==> config.mk <==
export PLATFORM = sky130hd
export DESIGN_NAME = bcd_subtractor
export DESIGN_NICKNAME = d
export VERILOG_FILES = /design/src/rtl/bcd_pkg.sv /design/src/rtl/bcd_digit_subtractor.sv /design/src/rtl/bcd_subtractor.sv
export SDC_FILE = /design/constraint.sdc
export NUM_CORES = 1
export LEC_CHECK = 0
export ABC_AREA = 1
export BUFFER_PORTS_ARGS = -buffer_cell sky130_fd_sc_hd__clkbuf_2
export CAP_MARGIN = 20
export CORE_ASPECT_RATIO = 1.4
export CORE_MARGIN = 2
export CORE_UTILIZATION = 55
export DETAILED_ROUTE_END_ITERATION = 16
export HOLD_SLACK_MARGIN = 0.15
export PLACE_DENSITY = 0.79
export SKIP_LAST_GASP = 1
export SYNTH_ARGS = -nofsm -noshare
export SYNTH_HDL_FRONTEND = slang
export SYNTH_SLANG_ARGS = --single-unit
==> constraint.sdc <==
create_clock -name clk -period 2.5 [get_ports clk]
set_input_delay 0.5 -clock clk [delete_from_list [all_inputs] [get_ports clk]]
set_output_delay 0.5 -clock clk [all_outputs]
set_load 0.02 [all_outputs]
==> src/rtl/bcd_pkg.sv <==
// Shared types and constants for the digit-serial BCD arithmetic blocks.
package bcd_pkg;

  localparam int unsigned DIGIT_W   = 4;
  localparam int unsigned BCD_RADIX = 10;

  typedef logic [DIGIT_W-1:0] bcd_digit_t;

  typedef enum logic [1:0] {
    IDLE = 2'd0,
    SUB  = 2'd1,
    FIX  = 2'd2
  } state_t;

endpackage

==> src/rtl/bcd_digit_subtractor.sv <==
// One-digit BCD subtract with borrow: diff = a - b - bin, wrapped into 0..9 on borrow.
module bcd_digit_subtractor
  import bcd_pkg::*;
(
  input  logic [3:0] a,
  input  logic [3:0] b,
  input  logic       bin,
  output logic [3:0] diff,
  output logic       bout
);

  logic [DIGIT_W:0] raw;

  // raw is a 5-bit two's-complement value in -16..15; bit 4 is the sign
  always_comb begin
    raw  = (DIGIT_W+1)'({1'b0, a}) - (DIGIT_W+1)'({1'b0, b}) - (DIGIT_W+1)'(bin);
    bout = raw[DIGIT_W];
    diff = raw[DIGIT_W] ? DIGIT_W'(raw + (DIGIT_W+1)'(BCD_RADIX)) : raw[DIGIT_W-1:0];
  end

endmodule

==> src/rtl/bcd_subtractor.sv <==
// Digit-serial packed-BCD subtractor (arg1 - arg2), LSD first, one digit per clock.
// Define BCD_SUB_SIGNED_EN to return negative differences as magnitude plus sign flag.
module bcd_subtractor
  import bcd_pkg::*;
#(
  parameter int unsigned argWidth = 16
) (
  input  logic                clk,
  input  logic                resetn,
  input  logic [argWidth-1:0] arg1,
  input  logic [argWidth-1:0] arg2,
  input  logic                start,
  output logic                busy,
  output logic                done,
  output logic                borrow,
  output logic                negative,
  output logic [argWidth-1:0] result
);

  localparam int unsigned W     = argWidth;
  localparam int unsigned N     = argWidth / DIGIT_W;
  localparam int unsigned CNT_W = $clog2(N + 1);
  localparam logic [CNT_W-1:0] LAST = CNT_W'(N - 1);

  state_t           state, state_nxt;
  logic [W-1:0]     a_sr, a_nxt, b_sr, b_nxt, acc, acc_nxt, acc_shift, result_nxt;
  logic [CNT_W-1:0] cnt, cnt_nxt;
  logic             bin, bin_nxt, busy_nxt, done_nxt, borrow_nxt, negative_nxt;
  bcd_digit_t       diff;
  logic             bout;

  bcd_digit_subtractor u_digit (
    .a    (a_sr[DIGIT_W-1:0]),
    .b    (b_sr[DIGIT_W-1:0]),
    .bin  (bin),
    .diff (diff),
    .bout (bout)
  );

  // New digit enters at the MSB; after N shifts the first digit sits at the LSB
  assign acc_shift = W'({diff, acc} >> DIGIT_W);

  always_comb begin
    state_nxt    = state;
    a_nxt        = a_sr;
    b_nxt        = b_sr;
    acc_nxt      = acc;
    cnt_nxt      = cnt;
    bin_nxt      = bin;
    busy_nxt     = busy;
    done_nxt     = 1'b0;
    borrow_nxt   = borrow;
    negative_nxt = negative;
    result_nxt   = result;
    case (state)
      IDLE: begin
        if (start) begin
          state_nxt = SUB;
          a_nxt     = arg1;
          b_nxt     = arg2;
          acc_nxt   = '0;
          cnt_nxt   = '0;
          bin_nxt   = 1'b0;
          busy_nxt  = 1'b1;
        end
      end
      SUB: begin
        a_nxt   = a_sr >> DIGIT_W;
        b_nxt   = b_sr >> DIGIT_W;
        acc_nxt = acc_shift;
        bin_nxt = bout;
        cnt_nxt = cnt + CNT_W'(1);
        if (cnt == LAST) begin
`ifdef BCD_SUB_SIGNED_EN
          // Negative difference: second pass computes 0 - acc to recover the magnitude
          if (bout) begin
            state_nxt = FIX;
            a_nxt     = '0;
            b_nxt     = acc_shift;
            bin_nxt   = 1'b0;
            cnt_nxt   = '0;
          end else begin
`else
          begin
`endif
            state_nxt    = IDLE;
            busy_nxt     = 1'b0;
            done_nxt     = 1'b1;
            result_nxt   = acc_shift;
            borrow_nxt   = bout;
            negative_nxt = 1'b0;
          end
        end
      end
`ifdef BCD_SUB_SIGNED_EN
      FIX: begin
        a_nxt   = a_sr >> DIGIT_W;
        b_nxt   = b_sr >> DIGIT_W;
        acc_nxt = acc_shift;
        bin_nxt = bout;
        cnt_nxt = cnt + CNT_W'(1);
        if (cnt == LAST) begin
          state_nxt    = IDLE;
          busy_nxt     = 1'b0;
          done_nxt     = 1'b1;
          result_nxt   = acc_shift;
          borrow_nxt   = 1'b1;
          negative_nxt = 1'b1;
        end
      end
`endif
      default: state_nxt = IDLE;
    endcase
  end

  always_ff @(posedge clk or negedge resetn) begin
    if (!resetn) begin
      state    <= IDLE;
      a_sr     <= '0;
      b_sr     <= '0;
      acc      <= '0;
      cnt      <= '0;
      bin      <= 1'b0;
      busy     <= 1'b0;
      done     <= 1'b0;
      borrow   <= 1'b0;
      negative <= 1'b0;
      result   <= '0;
    end else begin
      state    <= state_nxt;
      a_sr     <= a_nxt;
      b_sr     <= b_nxt;
      acc      <= acc_nxt;
      cnt      <= cnt_nxt;
      bin      <= bin_nxt;
      busy     <= busy_nxt;
      done     <= done_nxt;
      borrow   <= borrow_nxt;
      negative <= negative_nxt;
      result   <= result_nxt;
    end
  end

endmodule

* Yosys cells after proc, flatten, opt, wreduce, memory -nomap -nowiden
Index checks and enable logic that the tools add are counted.
** Word-level totals
- Register bits :: 73
- Output and inout bits :: 20
** Cells by class
- Muxes and demuxes :: 19
- $add $sub $neg :: 4
- Reduce and logical (&&, ||, !) cells :: 6
- Equality and inequality tests :: 4
** Operator list (count)
- $pmux W16 S2 :: 3
- $mux W16 :: 3
- $pmux W3 S2 :: 1
- $reduce_and A2 Y1 :: 3
- $mux W1 :: 5
- $sub A4 B4 Y5 :: 1
- $sub A5 B1 Y5 :: 1
- $add A4 B4 Y4 const B :: 1
- $mux W2 :: 2
- $mux W4 :: 1
- $ne A2 B2 Y1 const B :: 2
- $pmux W1 S2 :: 2
- $pmux W2 S2 :: 1
- $add A3 B1 Y3 const B :: 1
- $eq A3 B2 Y1 const B :: 1
- $mux W3 :: 1
- $reduce_and A3 Y1 :: 1
- $eq A2 B1 Y1 const B :: 1
- $logic_not A2 Y1 :: 1
- $reduce_bool A2 Y1 :: 1

* Logic depth before layout (Yosys ltp)
- Depth in word-level cells :: 5
- Gate-level depth with buffers :: 13
- Depth with buffers taken out :: 13

* By module
A second synthesis with hierarchy kept.
** Second synthesis, totals
- Cell total of the unflattened synthesis :: 355
- Area total of the unflattened synthesis :: 3113.0 sq um
** By module, submodules not included
- bcd_subtractor :: cells each 301, area an instance 2755.1 sq um, instances 1
- bcd_digit_subtractor :: cells each 54, area an instance 357.8 sq um, instances 1

* Worst setup path after synthesis
No wires, ideal clock.
- Path kind :: register to register
- From :: reg a_sr[0]
- To :: reg acc[15]
- Setup slack :: 0.531 ns
- Path buffers :: 0
- Stages on the path, launching flop included :: 12
- Data required time :: 2.383 ns
- Library setup time :: 0.117 ns
- Arrival :: 1.852 ns
- Period minus slack after synthesis :: 1.969 ns
- Path through :: dfrtp_1 -> fa_1 -> fa_1 -> nand2_1 -> nand2_1 -> ha_1 -> inv_1 -> nand3_1 -> nand2_1 -> nand2_1 -> nand2_1 -> nand2_1
** Between the ends
- Word-level cells in the longest chain between the ends :: 5
** Ends and longest elaborated chain
- start, declared :: RTL line bcd_subtractor.sv:26 : logic [W-1:0] a_sr, a_nxt, b_sr, b_nxt, acc, acc_nxt, acc_shift, result_nxt;
- start signal, assigned :: RTL line bcd_subtractor.sv:131 : a_sr <= a_nxt;
- $sub A4 B4 Y5 * :: RTL line bcd_digit_subtractor.sv:16 : raw = (DIGIT_W+1)'({1'b0, a}) - (DIGIT_W+1)'({1'b0, b}) - (DIGIT_W+1)'(bin);
- $sub A5 B1 Y5 * :: RTL line bcd_digit_subtractor.sv:16
- $add A4 B4 Y4 :: RTL line bcd_digit_subtractor.sv:18 : diff = raw[DIGIT_W] ? DIGIT_W'(raw + (DIGIT_W+1)'(BCD_RADIX)) : raw[DIGIT_W-1:0];
- $mux W4 * :: RTL line bcd_digit_subtractor.sv:18
- $pmux W16 S2 * :: RTL line bcd_subtractor.sv:55 : case (state)
- end signal, assigned :: RTL line bcd_subtractor.sv:133 : acc <= acc_nxt;
- end, declared :: RTL line bcd_subtractor.sv:26
Mark *: on every way between the ends. The rest lies on a longest branch, timed or not.
A chain may end at the register's enable or synchronous reset.

* Worst setup path in the final report
- From :: reg a_sr[0]
- To :: reg acc[13]
Same word-level chain as after synthesis.

==> flow_metrics.tcl <==
set metrics [dict create \
    syn_nets 365 \
    ys_ff_latch 67 \
    grt_max_degree 68 \
    cts_sinks 67 \
    final_cells 444 \
    insertion_delay_ps 350 \
    skew_ps 10.2 \
    cts_tree "built" \
    final_cell_mix "nand2_1, dfrtp_1, clkbuf_2" \
    cts_max_level 3 \
    crit_end "acc[13]" \
    critPathMaxFanout 4 \
    portBuffers 53 \
    grt_antenna_before_repair 0 \
    critical_path.endpoint_type "flip-flop" \
    min_path_type "primary input to async pin" \
    r2r-start "a_sr[0]" \
    pin_count 55 \
    ys_seq_area_frac 0.566 \
    grt_pass1_vias 2310 \
    netlist_instances 319 \
    drv_cap 0 \
    cts_resized 0 \
    final_core_util 0.671 \
    grt_pass1_wl_um 9980 \
    grt_setup_unrepaired "no" \
    gp_congestion 0.841 \
    startpoint "a_sr[0]" \
    area_growth_pct 17.7 \
    setup_viol 0 \
    overflow 0 \
    fin_setup_tns_ps 0 \
    drt_first_pass_iters 4 \
    slew_headroom 0.660 \
    design.core.area_mm2 0.00520 \
    r2r_slack_ps 420 \
    multiInputGateArea_mm2 0.00105 \
    wl_per_cell_um 12.1 \
    slew_violations 0 \
    syn-cell-area_mm2 0.00296 \
    area.sequential_mm2 0.00168 \
    syn_area_per_cell_um2 9.29 \
    timing.hold.ws_ps 158 \
    diodes 0 \
    postCtsSetupBuffers 0 \
    ys_types 21 \
    drive_above_1_share 0.209 \
    arrival_ps 2310 \
    final_common_cell "nand2_1" \
    power_density_mw_per_mm2 1460 \
    grt.total_usage 0.217 \
    cp-start-kind "flip-flop" \
    final.period_utilization 0.833 \
    die_height_um 90.9 \
    worstSetupPathType "flip-flop to flip-flop" \
    dieWidth_um 66.0 \
    outcome "finished, final reports clean" \
    numCtsBuffers 9 \
    r2r-end "acc[13]" \
    r2r_cells 10 \
    final_antenna_net_count 0 \
    fill_cells 415 \
    pre_cts_ws_ps 415 \
    dp_cells 428 \
    vias 2239 \
    cts-root-buf "clkbuf_8" \
    p_total_mw 5.10 \
    yosysWarnings 0 \
    clock.fmax_mhz 480 \
    clockBufferDepth 2 \
    path_clk_slew_ps 70 \
    dpl_cell_area_mm2 0.00326 \
    hold_buffers 0 \
    fin_area_mm2 0.00349 \
    drtIter0Drc 156 \
    worst-endpoint-required_ps 2730 \
    initial_core_util 0.570 \
    route.detailed.drc 0 \
    wirelength_um 5390 \
    fin_crit_ps 2080 \
    irDropWorstVdd_uv 726 \
    fin_nets 419 \
    tightest_slew_ps 509 \
    dpl.hpwl_um 3750 \
    power_leakage_nw 1.85 \
    die_area_mm2 0.00600 \
    fin_ws_ps 418 \
    hold_violations 0 \
    num_rows 31 \
    routed_via_density 5.04 \
]
## critical path, stage by stage, from the launching register on
cell and delay [ps]:
dfrtp_1 400, fa_1 470, fa_1 390, inv_1 80, nand2_2 60, nand2_1 90
nand3_1 110, nand2_2 130, nand2_1 80, nand3_1 90, o21ai_0 80
## per-layer routing
| metal | wire (µm) | vias up | share of wire | track usage |
|---|---|---|---|---|
| li1 | - | 1134 | - | - |
| met1 | 2390 | 1034 | 0.44 | 0.267 |
| met2 | 2570 | 60 | 0.48 | 0.354 |
| met3 | 284 | 11 | 0.053 | 0.0574 |
| met4 | 143 | 0 | 0.027 | 0.0986 |
| met5 | 0 | - | 0 | 0 |
## sequential cells by signal, summed over array words and instances (netlist names)
| name | flops |
|---|---|
| cnt | 3 |
| a_sr | 16 |
| acc | 12 |
| done | 1 |
| busy | 1 |
| result | 16 |
| borrow | 1 |
| bin | 1 |
| b_sr | 16 |
## cell usage after synthesis (all sizes together)
library cell,count,area [µm²]
a22o,8,70.1
dfrtp,67,1680
buf,15,101
nand3,28,140
conb,1,3.75
nor2,4,38.8
o22ai,11,68.8
xnor2,1,8.76
o211ai,7,52.6
fa,2,40.0
nand2,113,429
ha,9,113
inv,35,131
o21ai,18,90.1
## layout make-up
class | count | area share
Inverter | 35 | 0.0377
Clock buffer | 12 | 0.0445
Multi-Input combinational cell | 202 | 0.302
Tap cell | 66 | 0.0237
Clock inverter | 4 | 0.0208
Timing Repair Buffer | 58 | 0.0904
Sequential cell | 67 | 0.481
## cell families after synthesis
| logic type | Yosys count | share of synthesized area |
|---|---|---|
| xor+xnor | 1 | 0.00296 |
| fa+ha+maj | 11 | 0.0515 |
| other cells | 1 | 0.00127 |
| flops | 67 | 0.566 |
| buf+inv | 50 | 0.0785 |
| compound gates | 44 | 0.0950 |
| simple gates | 145 | 0.205 |
## how the worst min path moves through the flow
stage	end
3_5_place_dp	result[2]
2_1_floorplan	a_sr[0]
4_1_cts	acc[4]
6_report	acc[4]
5_1_grt	result[1]
3_3_place_gp	result[2]
## where the power goes
group	internal [mW]	switching [mW]	leakage [nW]	total, mW
Combinational	0.865	1.48	0.871	2.35
Sequential	1.53	0.218	0.868	1.74
Clock	0.614	0.397	0.113	1.01
Total	3.00	2.10	1.85	5.10
(Power assumes the default switching activity.)
